$ cat src/rtl/sfq_clk_sequencer.sv
// SFQ clock-request sequencer: issues one-hot single-cycle stage clocks over programmed sweeps.
// Define SFQ_COUNTERFLOW_EN to sweep from the last stage down to stage 0 (counterflow clocking).
module sfq_clk_sequencer #(
  parameter int NUM_STAGES = 4,
  parameter int GAP        = 2,
  parameter int CNT_W      = 8
) (
  input  logic                  clkin,
  input  logic                  rst_n,
  input  logic                  start,
  input  logic [CNT_W-1:0]      burst_len,
  input  logic [NUM_STAGES-1:0] stage_en,
  input  logic                  hold,
  output logic [NUM_STAGES-1:0] stage_clk,
  output logic                  busy,
  output logic                  done,
  output logic [CNT_W-1:0]      sweeps_left
);

  localparam int IDX_W = (NUM_STAGES > 1) ? $clog2(NUM_STAGES) : 1;
  localparam int GW    = (GAP > 0) ? $clog2(GAP + 1) : 1;
  localparam logic [GW-1:0] GAP_LAST = GW'((GAP > 0) ? GAP - 1 : 0);

  typedef enum logic [1:0] {S_IDLE, S_PULSE, S_GAP, S_DONE} state_t;

  // Sweep position <-> stage number; the mapping is its own inverse.
  function automatic int ord(input int p);
`ifdef SFQ_COUNTERFLOW_EN
    return NUM_STAGES - 1 - p;
`else
    return p;
`endif
  endfunction

  function automatic logic [IDX_W-1:0] first_en(input logic [NUM_STAGES-1:0] m);
    logic [IDX_W-1:0] r;
    logic [IDX_W-1:0] s;
    r = IDX_W'(ord(0));
    for (int p = NUM_STAGES - 1; p >= 0; p--) begin
      s = IDX_W'(ord(p));
      if (m[s]) r = s;
    end
    return r;
  endfunction

  function automatic logic last_en(input logic [NUM_STAGES-1:0] m, input logic [IDX_W-1:0] idx);
    logic r;
    logic [IDX_W-1:0] s;
    int pos;
    r   = 1'b1;
    pos = ord(int'(idx));
    for (int p = 0; p < NUM_STAGES; p++) begin
      s = IDX_W'(ord(p));
      if (p > pos && m[s]) r = 1'b0;
    end
    return r;
  endfunction

  function automatic logic [IDX_W-1:0] next_en(input logic [NUM_STAGES-1:0] m,
                                               input logic [IDX_W-1:0] idx);
    logic [IDX_W-1:0] r;
    logic [IDX_W-1:0] s;
    logic found;
    int pos;
    r     = first_en(m);
    found = 1'b0;
    pos   = ord(int'(idx));
    for (int p = 0; p < NUM_STAGES; p++) begin
      s = IDX_W'(ord(p));
      if (!found && p > pos && m[s]) begin
        r     = s;
        found = 1'b1;
      end
    end
    return r;
  endfunction

  state_t                state, state_d;
  logic [IDX_W-1:0]      idx, idx_d;
  logic [NUM_STAGES-1:0] mask, mask_d;
  logic [CNT_W-1:0]      sweeps, sweeps_d;
  logic [GW-1:0]         gcnt, gcnt_d;
  logic [NUM_STAGES-1:0] pulse_d;
  logic                  last;

  always_ff @(posedge clkin or negedge rst_n) begin
    if (!rst_n) begin
      state  <= S_IDLE;
      idx    <= IDX_W'(ord(0));
      mask   <= '0;
      sweeps <= '0;
      gcnt   <= '0;
    end else begin
      state  <= state_d;
      idx    <= idx_d;
      mask   <= mask_d;
      sweeps <= sweeps_d;
      gcnt   <= gcnt_d;
    end
  end

  always_comb begin
    state_d  = state;
    idx_d    = idx;
    mask_d   = mask;
    sweeps_d = sweeps;
    gcnt_d   = gcnt;
    pulse_d  = '0;
    last     = last_en(mask, idx);
    case (state)
      S_IDLE: begin
        if (start) begin
          if (burst_len == '0 || stage_en == '0) begin
            state_d = S_DONE;
          end else begin
            mask_d   = stage_en;
            sweeps_d = burst_len;
            idx_d    = first_en(stage_en);
            gcnt_d   = '0;
            state_d  = S_PULSE;
          end
        end
      end
      S_PULSE: begin
        if (!hold) begin
          pulse_d[idx] = 1'b1;
          if (last && sweeps == CNT_W'(1)) begin
            sweeps_d = '0;
            state_d  = S_DONE;
          end else begin
            if (last) sweeps_d = sweeps - CNT_W'(1);
            idx_d   = next_en(mask, idx);
            state_d = (GAP > 0) ? S_GAP : S_PULSE;
          end
        end
      end
      S_GAP: begin
        if (!hold) begin
          if (gcnt == GAP_LAST) begin
            gcnt_d  = '0;
            state_d = S_PULSE;
          end else begin
            gcnt_d = gcnt + GW'(1);
          end
        end
      end
      S_DONE:  state_d = S_IDLE;
      default: state_d = S_IDLE;
    endcase
  end

  // Output register stage: every output lands one cycle after the state that produced it.
  always_ff @(posedge clkin or negedge rst_n) begin
    if (!rst_n) begin
      stage_clk   <= '0;
      busy        <= 1'b0;
      done        <= 1'b0;
      sweeps_left <= '0;
    end else begin
      stage_clk   <= pulse_d;
      busy        <= (state == S_PULSE) || (state == S_GAP);
      done        <= (state == S_DONE);
      sweeps_left <= sweeps;
    end
  end

endmodule

$ cat config.mk
export PLATFORM = sky130hd
export DESIGN_NAME = sfq_clk_sequencer
export DESIGN_NICKNAME = d
export VERILOG_FILES = /design/src/rtl/sfq_clk_sequencer.sv
export SDC_FILE = /design/constraint.sdc
export NUM_CORES = 1
export LEC_CHECK = 0
export ABC_AREA = 1
export CAP_MARGIN = 20
export CORE_MARGIN = 2
export CORE_UTILIZATION = 56
export CTS_BUF_LIST = sky130_fd_sc_hd__clkbuf_8 sky130_fd_sc_hd__clkbuf_16
export CTS_CLUSTER_DIAMETER = 80
export DETAILED_ROUTE_END_ITERATION = 8
export PLACE_DENSITY = 0.87
export SLEW_MARGIN = 20
export SYNTH_ARGS = -nofsm -noshare
export SYNTH_HDL_FRONTEND = slang
export SYNTH_SLANG_ARGS = --single-unit
$ cat constraint.sdc
create_clock -name clkin -period 3 [get_ports clkin]
set_input_delay 0.3 -clock clkin [delete_from_list [all_inputs] [get_ports clkin]]
set_output_delay 0.3 -clock clkin [all_outputs]
set_load 0.02 [all_outputs]
After elaboration in Yosys (flattened, before gate mapping)
Index checks and enable logic that the tools add are counted.

Flip-flop bits (word level): 32. Input bits: 16. Output and inout bits: 14. Word-level logic and storage cells: 101.

$add $sub $neg: 2. Magnitude comparators: 5. Equal/unequal tests: 12. Multiplexer cells: 49. Bitwise operators: 1. Reduce and logical (&&, ||, !) cells: 23.

Operator list (count): 2-bit two-way mux (24); 8-bit two-way mux (5); 8-bit one-hot mux with 2 select lines (1); 1-bit two-way mux (13); 2-bit inequality test (second input constant) (6); 5-bit AND reduction (2); 1-bit logical AND (9); 8-bit by 1-bit equality test with 1-bit output (second input constant) (1); 8-bit zero test (1); 4-bit two-way mux (2); 2-bit one-hot mux with 2 select lines (2); 2-bit one-hot mux with 4 select lines (1); 4-bit AND reduction (2); 8-bit by 1-bit subtractor with 8-bit output (second input constant) (1); 2-bit by 1-bit equality test with 1-bit output (second input constant) (2); 2-bit equality test (second input constant) (2); 2-bit greater-than comparator (first input constant) (2); 4-bit zero test (1); 2-bit nonzero test (2); 2-bit by 3-bit less-than comparator with 1-bit output (second input constant) (1); 3-bit inequality test (second input constant) (1); 3-bit AND reduction (1); 2-bit by 1-bit adder with 2-bit output (second input constant) (1); 1-bit demux with 2-bit select (1); other kinds (6) (8).

Logic depth before layout (Yosys ltp)
Depth in word-level cells: 23. Mapped depth: 11. Gate-level depth less buffers: 11.

Worst setup path after synthesis
Ideal clock, no wire load.

Path kind: reg2reg. From: register state[1]. To: register sweeps[6]. Library setup time: 0.116 ns. Arrival: 1.343 ns. Required time: 2.884 ns. Slack: 1.540 ns. Stages on the path, launching flop included: 10. Path buffers: 0. Clock period less this slack: 1.460 ns. Cells stage by stage: dfrtp_1 -> inv_1 -> ha_1 -> inv_2 -> o21ai_2 -> a21oi_4 -> nand3_4 -> inv_4 -> nand2_1 -> nand2_1.

Cells in the longest elaborated chain, start to end: 3. Elaborated cells between the ends (all ways): 9.

RTL lines: start, declared (line 78) `state_t state, state_d;`; start signal, assigned (line 94) `state <= state_d;`; 2-bit by 1-bit equality test with 1-bit output / 2-bit zero test (equally long branches) (line 110) `case (state)`; 3-bit inequality test (no line), or another cell as far along; 5-bit AND reduction (no line); end signal, assigned (line 97) `sweeps <= sweeps_d;`; end, declared (line 81) `logic [CNT_W-1:0] sweeps, sweeps_d;`.

Several ways; a longest one is shown, not always the timed one. A chain may end at the register's enable or synchronous reset.

Final worst setup path
Same ends and word-level chain as after synthesis.

==> metrics.csv <==
metric,value,unit
skew,0.00422,ns
synth-main-ff-cell,dfrtp_1,
grt_pass1_wl,6270,um
drtIter0Drc,55,
via_per_inst,5.06,
final_cell_area,2150,um^2
ys_warn_count,0,
irDropWorstVdd,0.604,mV
clk_pin_slew,0.06,ns
cts_tree,yes,
postLayoutCoreUtil,0.717,
end_kind,register,
arrival,2.19,ns
power_density,1070,nW/um^2
holdBufCountCts,0,
ff2ff_setup_slack,0.99,ns
finalCritPeriodShare,0.669,
wl,3650,um
grt_max_degree,33,
multi_input_area,821,um^2
worstSetupPathType,register to register,
htree_levels,2,
preCtsSetupSlack,1.00,ns
grt_overflow,0,
final.setup.tns,0,ns
netlist_top_cells_count,"79 x nand2_1, 32 x dfrtp_1, 25 x inv_1",
r2r_end,sweeps[6],
place_area,2080,um^2
place.gp.congestion,0.929,
io_pins,30,
grt_antenna_before_repair,0,
synth_top_cell_by_area,dfrtp_1,
yosysTopAreaCellShare,0.458,
core_area,3000,um^2
netlist_area,1750,um^2
fmaxAchievable,0.498,GHz
synth_area_leaders,"dfrtp_1 46%, nand2_1 17%, inv_1 5.4%, ha_1 5.0%, nor2_1 4.9%",
synth-seq-cells,32,
startpoint_type,register,
grt_pass1_vias,1394,
cts_setup_buffers,0,
area_growth,23.3,%
final_nets,283,
endpoint,sweeps[6],
detail-route-antenna-nets,0,
clockBufferDepth,2,
die_h,59.9,um
synthCells,225,
dieArea,3580,um^2
hp-class,primary input to async pin,
async_reset_ff_frac,1.00,
rsz0062_at_grt,false,
drive_gt1_frac,0.100,
numPortBuffers,29,
vias,1483,
area.sequential,801,um^2
worst_slew_pin_slew,0.491,ns
drv_slew,0,
row_count,20,
drc,0,
drv_cap,0,
p_leak,1.12,nW
fill_cells,261,
syn-num-nets,248,
rr_worst_depth,9,
crit_start,state[1],
cts.sinks,32,
dr.pass1.iters,4,
critPathMaxFanout,14,
status,"finished, final reports clean",
finalSetupViolations,0,
avgSynthCellArea,7.76,um^2
reg2reg_from,state[1],
synth_seq_area_share,0.458,
dp_hpwl,2740,um
numCtsBuffers,5,
wire_per_inst,12.5,um
synth.distinct_cells,27,
synth-edff-count,0,
slew_headroom,0.673,
ctsRootBufferMaster,clkbuf_8,
setup_slack,0.992,ns
antenna_cells,0,
post_cts_resized,0,
grt_use_total,0.241,
initial_core_util,0.582,
yosysMostFrequentCell,nand2_1,
insertion_delay,0.28,ns
worstPathRequired,3.18,ns
final_hold_viol_count,0,
die_x,59.9,um
whs,0.408,ns
finalCriticalPeriod,2.01,ns
where the power goes:
group	leakage [nW]	internal, W	switching [W]
Clock	0.0452	0.000154	0.000151
Combinational	0.668	0.000476	0.000765
Sequential	0.405	0.000617	0.000144
routing by layer:
layer	part of all wire	wire length [um]	global-route usage
met5	0	0	0
met4	0.016	57	0.0921
met3	0.066	242	0.0671
met2	0.46	1690	0.370
met1	0.46	1670	0.325
worst min path at each step:
stage,start,endpoint,slack (ns),depth (start not counted)
finish,rst_n,mask[0],0.41,2
global route,rst_n,state[1],0.45,2
CTS,rst_n,gcnt[0],0.42,2
detailed placement,sweeps[1],sweeps_left[1],0.43,0
global placement,sweeps[1],sweeps_left[1],0.44,0
floorplan,rst_n,busy,0.004,0
per-stage QoR:
step           std cells  power, W
3_5_place_dp         286   0.00200
5_1_grt              293   0.00252
6_report             293   0.00231
3_3_place_gp         286   0.00196
4_1_cts              293   0.00232
2_1_floorplan        225   0.00164
cell usage in the layout, fill, tap and decap left out, types with 2 or more instances in the layout:
cell type / Yosys / layout
ha_1: 7 / 7
a21oi_1: 10 / 10
inv_1: 25 / 26
inv_2: 4 / 4
xnor2_1: 2 / 2
o21ai_0: 9 / 9
dfrtp_1: 32 / 32
nor3_1: 3 / 3
nand3_1: 8 / 8
nand3_2: 2 / 2
nand4_1: 2 / 2
clkdlybuf4s50_1: 0 / 29
nand2_1: 79 / 79
clkbuf_8: 0 / 5
nor2_2: 2 / 2
nor2_1: 23 / 23
nand2_2: 4 / 4
logic make-up (layout without fill, tap and decap cells):
kind of cell    count (synthesis)  after routing  synth area share
compound gates                 25             25            0.0881
xor+xnor                        3              3            0.0150
fa+ha+maj                       7              7            0.0501
buf+inv                        32             67            0.0716
flops                          32             32             0.458
simple gates                  126            126             0.317
critical path, stage by stage (launching register included):
cell	delay, ns
dfrtp_1	0.40
inv_1	0.13
ha_1	0.49
inv_2	0.23
o21ai_2	0.24
a21oi_4	0.07
nand3_4	0.16
inv_4	0.07
nand2_1	0.07
nand2_1	0.04
layout make-up:
class	instances	share of cell area
timing repair buffer	30	0.138
tap	33	0.0192
multi-input combinational	161	0.381
clock inverter	2	0.00407
clock buffer	5	0.0320
sequential	32	0.372
inverter	30	0.0535
registers in the layout (all words and copies together), names as in the netlist:
name	count
stage_clk	4
sweeps_left	8
mask	4
done	1
sweeps	8
idx	2
state	2
busy	1
gcnt	2
Note: power is estimated with default switching activity, not from simulation.
